**config.mk**
```make
export PLATFORM = sky130hd
export DESIGN_NAME = pipe_hazard_ctrl
export DESIGN_NICKNAME = d
export VERILOG_FILES = /design/src/rtl/pipe_ctrl_pkg.sv /design/src/rtl/pipe_hazard_ctrl_hazard_detect.sv /design/src/rtl/pipe_hazard_ctrl.sv
export SDC_FILE = /design/constraint.sdc
export NUM_CORES = 1
export LEC_CHECK = 0
export CAP_MARGIN = 20
export CORE_UTILIZATION = 40
export DETAILED_ROUTE_END_ITERATION = 6
export GPL_TIMING_DRIVEN = 0
export PLACE_DENSITY = 0.79
export SYNTH_ARGS = -nofsm -noshare
export SYNTH_HDL_FRONTEND = slang
export SYNTH_HIERARCHICAL = 1
export SYNTH_SLANG_ARGS = --single-unit
```
**constraint.sdc**
```tcl
create_clock -name clk -period 2.7 [get_ports clk]
set_input_delay 0.27 -clock clk [delete_from_list [all_inputs] [get_ports clk]]
set_output_delay 0.27 -clock clk [all_outputs]
set_load 0.005 [all_outputs]
```
**src/rtl/pipe_ctrl_pkg.sv**
```systemverilog
// Shared types and constants for the pipeline stall/flush sequencer.
package pipe_ctrl_pkg;

  typedef enum logic {StRun, StMduBusy} state_e;

  localparam logic [4:0] REG_X0 = 5'd0;

  typedef struct packed {
    logic pc_en;
    logic pc_sel_redirect;
    logic if_id_en;
    logic if_id_flush;
    logic id_ex_en;
    logic id_ex_flush;
    logic ex_mem_flush;
  } ctrl_t;

  localparam ctrl_t CtrlDefault = '{pc_en: 1'b1, pc_sel_redirect: 1'b0, if_id_en: 1'b1,
                                    if_id_flush: 1'b0, id_ex_en: 1'b1, id_ex_flush: 1'b0,
                                    ex_mem_flush: 1'b0};

  // Front end and ID/EX frozen while a bubble drains out of EX/MEM.
  localparam ctrl_t CtrlMduStall = '{pc_en: 1'b0, pc_sel_redirect: 1'b0, if_id_en: 1'b0,
                                     if_id_flush: 1'b0, id_ex_en: 1'b0, id_ex_flush: 1'b0,
                                     ex_mem_flush: 1'b1};

  localparam ctrl_t CtrlReset = '{pc_en: 1'b0, pc_sel_redirect: 1'b0, if_id_en: 1'b0,
                                  if_id_flush: 1'b1, id_ex_en: 1'b0, id_ex_flush: 1'b1,
                                  ex_mem_flush: 1'b1};

endpackage

```
**src/rtl/pipe_hazard_ctrl_hazard_detect.sv**
```systemverilog
// Load-use detector: an EX load whose destination is a live source of the ID instruction.
module hazard_detect
  import pipe_ctrl_pkg::*;
(
  input  logic [4:0] id_rs1,
  input  logic [4:0] id_rs2,
  input  logic       id_use_rs1,
  input  logic       id_use_rs2,
  input  logic [4:0] ex_rd,
  input  logic       ex_mem_read,
  output logic       load_use
);

  always_comb begin
    load_use = ex_mem_read && (ex_rd != REG_X0) &&
               ((id_use_rs1 && (id_rs1 == ex_rd)) || (id_use_rs2 && (id_rs2 == ex_rd)));
  end

endmodule

```
**src/rtl/pipe_hazard_ctrl.sv**
```systemverilog
// Stall/flush sequencer for the 5-stage pipeline: load-use, redirect, MDU occupancy,
// imem wait states and wrong-path fetch kill.
module pipe_hazard_ctrl
  import pipe_ctrl_pkg::*;
#(
  parameter int unsigned MDU_LAT = 4,
  parameter int unsigned CNT_W   = 32
) (
  input  logic             clk,
  input  logic             rst,
  input  logic [4:0]       id_rs1,
  input  logic [4:0]       id_rs2,
  input  logic             id_use_rs1,
  input  logic             id_use_rs2,
  input  logic [4:0]       ex_rd,
  input  logic             ex_mem_read,
  input  logic             ex_redirect,
  input  logic             ex_mdu_start,
  input  logic             imem_ready,
  output logic             pc_en,
  output logic             pc_sel_redirect,
  output logic             if_id_en,
  output logic             if_id_flush,
  output logic             id_ex_en,
  output logic             id_ex_flush,
  output logic             ex_mem_flush,
  output logic [CNT_W-1:0] stall_cycles
);

  localparam bit         MduStalls = (MDU_LAT >= 2);
  localparam logic [4:0] MduInit   = MduStalls ? 5'(MDU_LAT - 2) : 5'd0;

  state_e           state_q, state_d;
  logic             kill_q, kill_d;
  logic [4:0]       cnt_q, cnt_d;
  logic [CNT_W-1:0] stall_q, stall_d;
  logic             load_use;
  ctrl_t            ctrl;

  hazard_detect u_hazard_detect (
    .id_rs1      (id_rs1),
    .id_rs2      (id_rs2),
    .id_use_rs1  (id_use_rs1),
    .id_use_rs2  (id_use_rs2),
    .ex_rd       (ex_rd),
    .ex_mem_read (ex_mem_read),
    .load_use    (load_use)
  );

  always_comb begin
    ctrl    = CtrlDefault;
    state_d = state_q;
    cnt_d   = cnt_q;
    case (state_q)
      StRun: begin
        if (ex_redirect) begin
          ctrl.pc_sel_redirect = 1'b1;
          ctrl.if_id_flush     = 1'b1;
          ctrl.id_ex_flush     = 1'b1;
        end else if (ex_mdu_start && MduStalls) begin
          ctrl    = CtrlMduStall;
          cnt_d   = MduInit;
          state_d = StMduBusy;
        end else if (load_use) begin
          ctrl.pc_en       = 1'b0;
          ctrl.if_id_en    = 1'b0;
          ctrl.id_ex_flush = 1'b1;
        end else if (!imem_ready || kill_q) begin
          // A killed beat counts as a wait state: hold PC, bubble IF/ID.
          ctrl.pc_en       = 1'b0;
          ctrl.if_id_flush = 1'b1;
        end
      end
      StMduBusy: begin
        if (cnt_q != 5'd0) begin
          ctrl  = CtrlMduStall;
          cnt_d = cnt_q - 5'd1;
        end else begin
          state_d = StRun;
        end
      end
      default: state_d = StRun;
    endcase
    if (rst) ctrl = CtrlReset;
  end

  always_comb begin
    kill_d  = !imem_ready && (kill_q || (ex_redirect && (state_q == StRun)));
    stall_d = stall_q;
    if (!ctrl.pc_en && (stall_q != {CNT_W{1'b1}})) begin
      stall_d = stall_q + {{(CNT_W-1){1'b0}}, 1'b1};
    end
  end

  always_ff @(posedge clk or posedge rst) begin
    if (rst) begin
      state_q <= StRun;
      kill_q  <= 1'b0;
      cnt_q   <= 5'd0;
      stall_q <= '0;
    end else begin
      state_q <= state_d;
      kill_q  <= kill_d;
      cnt_q   <= cnt_d;
      stall_q <= stall_d;
    end
  end

  assign pc_en           = ctrl.pc_en;
  assign pc_sel_redirect = ctrl.pc_sel_redirect;
  assign if_id_en        = ctrl.if_id_en;
  assign if_id_flush     = ctrl.if_id_flush;
  assign id_ex_en        = ctrl.id_ex_en;
  assign id_ex_flush     = ctrl.id_ex_flush;
  assign ex_mem_flush    = ctrl.ex_mem_flush;
  assign stall_cycles    = stall_q;

endmodule

```
==> results of run 1 <==
[cells in the final DEF (no fill, tap or decap), drive strengths merged, types with 9 or more instances in the layout]
master          n
buf             9
clkdlybuf4s50  53
dfrtp          39
nand2          13
nand3          18
nand4          15
nor2           19
xnor2          30
xor2           13
[cell type report]
type	count	area (um2)	area share, %
Timing Repair Buffer	68	664.4	22.05
Buffer	4	30.03	0.9967
Clock buffer	5	68.82	2.284
Inverter	7	26.28	0.8721
Sequential cell	39	975.9	32.39
Clock inverter	3	20.02	0.6645
Tap cell	67	83.83	2.782
Multi-Input combinational cell	156	1144	37.96
[logic make-up (layout without fill, tap and decap cells)]
family | count (synthesis) | after routing | synth area share (%)
flops | 39 | 39 | 46.62
simple gates | 95 | 95 | 26.78
buf+inv | 11 | 87 | 2.092
xor+xnor | 43 | 43 | 17.99
fa+ha+maj | 2 | 2 | 1.195
compound gates | 15 | 15 | 4.782
mux | 1 | 1 | 0.5379
[metrics by stage]
step | TNS [ns] | hold WS, ns | instance area (um2)
5_1_grt | -0.3983 | 0.5101 | 3013
2_1_floorplan | 0 | 0.3364 | 2093
3_3_place_gp | -16.71 | 0.4716 | 2788
4_1_cts | 0 | 0.5047 | 2962
3_5_place_dp | -16.60 | 0.4776 | 2788
6_report | 0 | 0.5048 | 3013
[what timing repair did]
item | in CTS | in global routing
resized for setup | 20 | 8
cloned | 0 | 1
endpoints found under the setup margin | 37 | 30
pin swaps | 1 | 4
buffers inserted | 4 | 2
[layer usage]
| layer | vias up | global-route usage, % | wire length, um | share of wire, % |
|---|---|---|---|---|
| met5 | - | 0 | 0 | 0 |
| met1 | 904 | 24.87 | 2254 | 43 |
| met2 | 50 | 32.53 | 2688 | 51 |
| li1 | 886 | - | - | - |
| met4 | 0 | 10.06 | 99 | 1.9 |
| met3 | 9 | 5.149 | 241 | 4.6 |
[state kept, by name, indices dropped and copies added (netlist names)]
signal and count:
kill_q 1, cnt_q 5, state_q 1, stall_cycles 32
[report_power, final]
group	switching [mW]	leakage [nW]	internal [mW]
clock	0.209	0.0402	0.180
combinational	0.319	0.669	0.383
sequential	0.126	0.511	0.678
[final timing paths]
path / end / slack, ns / cells after the start / from
setup / recovery: pc_en / 0.07 / 7 / ex_rd[1]
hold / removal: cnt_q[4] / 0.50 / 1 / cnt_q[4]
setup reg to reg: stall_cycles[26] / 0.26 / 6 / stall_cycles[0]
hold reg to reg: cnt_q[4] / 0.50 / 1 / cnt_q[4]
max in group asynchronous: stall_cycles[20] / 1.57 / 2 / rst
min in group asynchronous: cnt_q[1] / 0.60 / 2 / rst
[worst register-to-register path, stage by stage (launching register included)]
cell	delay, ns
dfrtp_1	0.46
ha_1	0.21
nand3_1	0.19
or4_1	0.59
or4b_4	0.61
nor2_2	0.12
xor2_1	0.16
==> run metrics, run 1 <==
DR vias/cell=5.298; layout cell share with drive strength beyond 1=14.89%; Commonest cells post-synth=dfrtp_1, xnor2_1, nand3_1; Tmin final=2.630 ns; vias in the first global route=1815; Placed Instances=334; NumNets Final=306; routed wire length per instance=15.14 um; post-synth top area share=46.62%; first-pass GRT wire length=8321 um; clk slew on worst S/H paths=0.08 ns; Core Area=0.004880 mm2; Power Total=1.893 mW; WP buf/inv=2; setup violators final=0; async set or reset register ratio after synthesis=100.0%; clk sinks=39; drt total wl=5284 um; clock root buffer=clkbuf_8; synthesized area=0.002093 mm2; Slew @ Worst Pin=0.8247 ns; DRC viols=0; WP data arrival=2.36 ns; Max Root-Sink Buffers=2; worst hold path type=reg -> reg; Post-Synthesis Net Count=231; synth top area cells=dfrtp_1, xnor2_1, xor2_1; largest net degree at the start of global routing=43; # IOs=62; cell accounting for the most synthesized area=dfrtp_1; GPL Wtd Cong=0.7755; pwr dens=628.4 mW/mm2; Port Buf Inserts=61; Detailed Routing Iterations Pass 1=4; Inserted Clock Buffers=5; hold violation count in the final report=0; Max-cap violations=0; Fmax achieved=380.2 MHz; status=finished, final reports clean; Final Non-Filler Cells=349; post-synth cell types=35; Main synth FF type=dfrtp_1; fin. max-slew vios=0; Die Wd=74.34 um; leak pwr=1.220 nW; Clock Skew=0.01078 ns; post-layout util=61.74%; Yosys Warn Count=6; Initial Util=42.90%; # hold bufs at CTS=0; critical path cell sequence=dlygate4sd2_1 > or4_1 > o21ai_2 > a21oi_2 > or4b_4 > a221oi_4 > clkdlybuf4s15_2; ant diodes=0; normalized max-slew margin=44.94%; clk_lat worst skew=0.30 ns; worst-path maximum fanout=3; EDFF count, synth=0; register area share after synthesis=46.62%; drt initial violations=105; row cnt=25; GRT Overall Usage=20.04%; Worst EP required=2.43 ns; most numerous cell in the Yosys netlist=dfrtp_1; antenna violations before repair=0; Vias=1849; Die Area=0.005526 mm2; Seq cells post-synth=39; CP Capture Type=primary output; Final WS setup=0.06987 ns; delay-heaviest family, CP=simple AND/OR/NAND/NOR gates; Critical Path Max Stage Delay=0.55 ns; Final ANT Viol Nets=0; dpl hpwl=3662 um; Synth Instances=206; Die Y-Extent=74.34 um; CP Class=in -> out; syn_area_per_cell=10.16 um2; slowest CP cell=or4_1; TritonCTS clock tree=done; maximum VDD drop=0.3533 mV; crit share post-route=97.41%; H-tree Lvls=2; DP Worst Slack=-0.6789 ns; crit path launch type=input pin; synth-to-layout area growth=43.93%; fill cell count=416; GR Overflow Total=0
No activity file was read; power rests on OpenSTA's default activity.
==> run 2: changes to the inputs <==
--- a/config.mk
+++ b/config.mk
@@ -7,6 +7,7 @@
 export LEC_CHECK = 0
 export CAP_MARGIN = 20
 export CORE_UTILIZATION = 40
+export CTS_CLUSTER_DIAMETER = 80
 export DETAILED_ROUTE_END_ITERATION = 6
 export GPL_TIMING_DRIVEN = 0
 export PLACE_DENSITY = 0.79
==> constraint.sdc (replaced) <==
create_clock -name clk -period 2.6 [get_ports clk]
set_input_delay 0.26 -clock clk [delete_from_list [all_inputs] [get_ports clk]]
set_output_delay 0.26 -clock clk [all_outputs]
set_load 0.005 [all_outputs]
==> run 2 against run 1 <==
  * Sequential power increased by 3.9%
  * Final area increased by 0.66%
  * Global-route usage increased by 0.35 points
  * Largest power group unchanged
  * Via count increased by 0.97%
==> run metrics, run 2 (same netlist as run 1, synthesis figures left out) <==
status=finished, final reports clean (unchanged); Vias=1867 (was 1849); # IOs=62 (unchanged); DRC viols=0 (unchanged); clock root buffer=clkbuf_8 (unchanged); R2R depth=6 (unchanged); TritonCTS clock tree=done (unchanged); cell-internal power=1.295 mW (was 1.240 mW); Max Root-Sink Buffers=2 (unchanged); fin. max-slew vios=0 (unchanged); synth-to-layout area growth=44.89% (was 43.93%); CP Class=in -> reg (was in -> out); Slew @ Worst Pin=0.7936 ns (was 0.8247 ns); GR Overflow Total=0 (unchanged); leak pwr=1.258 nW (was 1.220 nW); most frequent cells in the layout=clkdlybuf4s50_1, dfrtp_1, xnor2_1, nand3_1, nor2_1 (unchanged); Placed Instances=334 (unchanged); crit share post-route=98.08%; clock network fraction of total power=20.5% (about the same); largest net degree at the start of global routing=43 (unchanged); Tmin final=2.550 ns; r2r setup slk=0.16 ns (was 0.26 ns); Worst EP required=2.82 ns (was 2.43 ns); commonest non-fill, non-tap cell in the layout=clkdlybuf4s50_1 (unchanged); vias in the first global route=1831 (was 1815); normalized max-slew margin=46.65% (was 44.94%); worst-path maximum fanout=6 (was 3); DP Worst Slack=-0.7589 ns (was -0.6789 ns); Gate power share=37.2% (was 37.0%); worst hold path type=in -> async (was reg -> reg); clk_lat worst skew=0.30 ns (about the same); Final ANT Viol Nets=0 (unchanged); Clock Skew=0.01120 ns (was 0.01078 ns); Die Wd=74.34 um (unchanged); GRT Overall Usage=20.39% (was 20.04%); drt total wl=5337 um (was 5284 um); Final Non-Filler Cells=350 (was 349); Max-cap violations=0 (unchanged); crit path launch type=input pin (unchanged); Inserted Clock Buffers=5 (unchanged); row cnt=25 (unchanged); Seq pwr share=42.3% (was 42.4%); clk sinks=39 (unchanged); NumNets Final=307 (was 306); drt initial violations=71 (was 105); dpl hpwl=3662 um (unchanged); CP Capture Type=flip-flop (was primary output); layout cell share with drive strength beyond 1=15.90% (was 14.89%); clk slew on worst S/H paths=0.08 ns (about the same); routed wire length per instance=15.25 um (was 15.14 um); first-pass GRT wire length=8466 um (was 8321 um); hold violation count in the final report=0 (unchanged); DR vias/cell=5.334 (was 5.298); reg2reg start=stall_cycles[0] (unchanged); GPL Wtd Cong=0.7755 (unchanged); setup violators final=0 (unchanged); Fmax achieved=392.1 MHz; worst reg2reg endpoint=stall_cycles[26] (unchanged); pwr dens=650.8 mW/mm2 (was 628.4 mW/mm2); Initial Util=42.90% (unchanged); H-tree Lvls=2 (unchanged); Detailed Routing Iterations Pass 1=4 (unchanged); maximum VDD drop=0.3680 mV (was 0.3533 mV); Die Area=0.005526 mm2 (unchanged); ant diodes=0 (unchanged); WP data arrival=2.77 ns (was 2.36 ns); Net Sw Power=0.6786 mW (was 0.6535 mW); max FFs per register=32 (unchanged); Final WS setup=0.04991 ns (was 0.06987 ns); Critical Path Source=ex_rd[1] (unchanged); Switching Fraction=34.38% (was 34.51%); antenna violations before repair=0 (unchanged); Core Area=0.004880 mm2 (unchanged); Die Y-Extent=74.34 um (unchanged); Port Buf Inserts=61 (unchanged)
-- run 2: worst max-delay path by stage --
stage,cells after the start,slack [ns],end
finish,11,0.05,stall_cycles[9]
global route,11,-0.006,stall_cycles[26]
CTS,7,0.02,pc_en
detailed placement,7,-0.76,pc_en
global placement,7,-0.74,pc_en
floorplan,9,0.14,stall_cycles[10]
-- run 2: power groups by stage --
| stage | logic, mW | registers, mW | clock network [mW] |
|---|---|---|---|
| floorplan | 0.316 | 0.829 | 0 |
| global placement | 0.593 | 0.840 | 0 |
| detailed placement | 0.611 | 0.846 | 0 |
| CTS | 0.713 | 0.830 | 0.410 |
| global route | 0.796 | 0.855 | 0.438 |
| finish | 0.734 | 0.835 | 0.405 |
-- run 2: per-stage QoR --
step / total power [mW] / hold WS, ns / util [%] / TNS [ns] / instance area, um2
3_5_place_dp: 1.457 / 0.4776 / 57.13 / -19.80 / 2788
3_3_place_gp: 1.433 / 0.4716 / 57.13 / -19.96 / 2788
6_report: 1.974 / 0.4855 / 62.15 / 0 / 3033
4_1_cts: 1.953 / 0.5047 / 61.08 / 0 / 2980
2_1_floorplan: 1.144 / 0.3264 / - / 0 / 2093
5_1_grt: 2.089 / 0.5138 / 62.15 / -0.005853 / 3033
-- run 2: routing by layer --
metal	share of wire (%)	global-route usage [%]	up-vias
met1	42	25.39	925
met5	0	0	-
li1	-	-	885
met4	1.8	9.644	0
met2	50	33.33	48
met3	5.8	5.149	9
-- run 2: critical path, stage by stage --
cell and delay [ns]:
dlygate4sd2_1 0.28, or4_4 0.54, o21ai_4 0.17, a21oi_2 0.06
or4b_4 0.50, a221oi_4 0.29, buf_6 0.16, a31oi_4 0.05
buf_2 0.22, nand3_1 0.11, xnor2_1 0.13
-- run 2: final cells by class --
type                    count  area (um2)
fillers                   423        1847
multi-input cells         156        1155
flip-flops and latches     39       975.9
repair buffers             69       670.6
well taps                  67       83.83
clock buffers               5       68.82
plain buffers               4       30.03
inverters                   7       28.78
clock inverters             3       20.02
-- run 2: what timing repair did --
action | in CTS | in global routing
gates cloned | 0 | 1
gates resized for setup | 24 | 17
hold buffers | 0 | 0
endpoints found under the setup margin | 38 | 31
setup buffers | 6 | 1
pin swaps | 2 | 11
==> run 3: changes to the inputs <==
--- a/config.mk
+++ b/config.mk
@@ -11,6 +11,7 @@
 export DETAILED_ROUTE_END_ITERATION = 6
 export GPL_TIMING_DRIVEN = 0
 export PLACE_DENSITY = 0.79
+export SLEW_MARGIN = 25
 export SYNTH_ARGS = -nofsm -noshare
 export SYNTH_HDL_FRONTEND = slang
 export SYNTH_HIERARCHICAL = 1
==> run 3 against run 2 <==
  * Clock skew down 0.0011 ns
  * Final area unchanged
  * Critical path depth unchanged
  * Largest power group unchanged
  * Hold slack worse by 0.062 ns
  * Flip-flop and latch count unchanged
  * Via count about the same
  * Die area unchanged
  * Worst setup slack worse by 0.0027 ns
  * Combinational power up 0.5%
  * Final cell count down 0.29%
  * Maximum frequency down 0.10%
  * Non-clock buffer count down 1
  * Critical endpoint is now stall_cycles[26]
==> run metrics, run 3 (same netlist as run 1, synthesis figures left out) <==
TritonCTS clock tree=done (unchanged); Final ANT Viol Nets=0 (unchanged); synth-to-layout area growth=44.89% (unchanged); clk sinks=39 (unchanged); vias in the first global route=1844 (was 1831); fin. max-slew vios=0 (unchanged); crit path launch type=input pin (unchanged); fill cell count=423 (unchanged); H-tree Lvls=2 (unchanged); Placed Instances=335 (was 334); Max Root-Sink Buffers=2 (unchanged); normalized max-slew margin=45.82% (was 46.65%); routed wire length per instance=15.25 um (about the same); CP Capture Type=flip-flop (unchanged); WP data arrival=2.76 ns (was 2.77 ns); hold violation count in the final report=0 (unchanged); Setup Total Neg Slack=0 ns (unchanged); delay-heaviest family, CP=simple AND/OR/NAND/NOR gates (unchanged); Max-cap violations=0 (unchanged); crit share post-route=98.18% (was 98.08%); DR vias/cell=5.352 (was 5.334); first-pass GRT wire length=8625 um (was 8466 um); Clock Skew=0.01012 ns (was 0.01120 ns); row cnt=25 (unchanged); clk slew on worst S/H paths=0.08 ns (about the same); Tmin final=2.553 ns (was 2.550 ns); GPL Wtd Cong=0.7755 (unchanged); Detailed Routing Iterations Pass 1=4 (unchanged); Vias=1868 (was 1867); clock root buffer=clkbuf_8 (unchanged); commonest non-fill, non-tap cell in the layout=clkdlybuf4s50_1 (unchanged); largest net degree at the start of global routing=26 (was 43); CP Class=in -> reg (unchanged); r2r setup slk=0.18 ns (was 0.16 ns); drt total wl=5322 um (was 5337 um); Multi-input gate area=0.001146 mm2 (was 0.001155 mm2); status=finished, final reports clean (unchanged); dpl hpwl=3742 um (was 3662 um); clk_lat worst skew=0.29 ns (was 0.30 ns); Core Area=0.004880 mm2 (unchanged); maximum VDD drop=0.3740 mV (was 0.3680 mV); drt initial violations=76 (was 71); layout cell share with drive strength beyond 1=15.60% (was 15.90%); GRT Overall Usage=21.02% (was 20.39%); RSZ-0062 raised after global routing=true; Fmax achieved=391.7 MHz (was 392.1 MHz); GR Overflow Total=0 (unchanged); NumNets Final=306 (was 307); Final Non-Filler Cells=349 (was 350); # IOs=62 (unchanged); Slew @ Worst Pin=0.8060 ns (was 0.7936 ns); worst-path maximum fanout=4 (was 6); slowest CP cell=or4b_4 (was or4_4); Initial Util=42.90% (unchanged); most frequent cells in the layout=clkdlybuf4s50_1, dfrtp_1, xnor2_1, nand3_1, nor2_1 (unchanged); Register Area=975.9 um2 (unchanged); leak pwr=1.240 nW (was 1.258 nW); DRC viols=0 (unchanged); Die Y-Extent=74.34 um (unchanged); critical path cell sequence=clkdlybuf4s50_1 > xor2_1 > nor4_2 > nand3_1 > a21oi_2 > or4b_4 > a221oi_4 > buf_6 > or4b_4 > nor2_4 > xor2_1 (was dlygate4sd2_1 > or4_4 > o21ai_4 > a21oi_2 > or4b_4 > a221oi_4 > buf_6 > a31oi_4 > buf_2 > nand3_1 > xnor2_1); Critical Path Max Stage Delay=0.54 ns (about the same); worst hold path type=in -> async (unchanged); Die Area=0.005526 mm2 (unchanged); ant diodes=0 (unchanged); Worst EP required=2.81 ns (was 2.82 ns); antenna violations before repair=0 (unchanged); WP buf/inv=2 (was 3); max FFs per register=32 (unchanged); setup violators final=0 (unchanged); Port Buf Inserts=61 (unchanged); Inserted Clock Buffers=5 (unchanged); Die Wd=74.34 um (unchanged); pwr dens=651.0 mW/mm2 (was 650.8 mW/mm2)
## run 3: cell types whose count changed in the layout (fill, tap and decap cells not counted), sizes merged
cell	previous run	this run
dlygate4sd2	5	4
dlymetal6s2s	6	4
buf	11	9
clkbuf	8	10
clkdlybuf4s50	48	50
## run 3: metal layers
layer / share of wire (%) / global-route usage (%)
met5: 0 / 0
met4: 1.8 / 9.015
met3: 4.7 / 5.420
met2: 51 / 34.24
met1: 43 / 26.61
## run 3: stage by stage
step                util, %  instance area, um2  total power, mW  worst slack [ns]  hold WS, ns
floorplan                 -                2093            1.144            0.1400       0.3264
global placement      57.13                2788            1.433           -0.7421       0.4716
detailed placement    57.54                2808            1.462           -0.7688       0.4845
CTS                   61.72                3012            1.963         -0.009804       0.4015
global route          62.15                3033            2.089          -0.06628       0.4592
finish                62.15                3033            1.974           0.04724       0.4235
## run 3: timing repair
action	CTS	global route
cloned	0	0
pin swaps	1	8
hold buffers	0	0
buffers inserted	6	0
setup endpoints to repair	38	34
gates resized for setup	22	15
## run 3: cell type report
| class | count | share of cell area [%] |
|---|---|---|
| inverters | 7 | 0.8663 |
| clock buffers | 5 | 2.269 |
| clock inverters | 3 | 0.6601 |
| flip-flops and latches | 39 | 32.18 |
| multi-input cells | 156 | 37.79 |
| plain buffers | 4 | 0.9901 |
| well taps | 67 | 2.764 |
| repair buffers | 68 | 22.48 |
## run 3: worst paths after layout
path                                        from               end  cells after the start
worst min register to register  stall_cycles[31]  stall_cycles[31]                      1
max in group asynchronous                    rst  stall_cycles[16]                      3
worst max-delay path                   id_rs2[0]  stall_cycles[26]                     11
worst max register to register  stall_cycles[15]  stall_cycles[26]                      6
worst min-delay path                         rst          cnt_q[1]                      2
min in group clk                stall_cycles[31]  stall_cycles[31]                      1
## run 3: power breakdown
group	internal (mW)	total (mW)	switching, mW
logic	0.407	0.738	0.331
registers	0.704	0.835	0.131
clock network	0.186	0.402	0.215
total	1.30	1.97	0.677
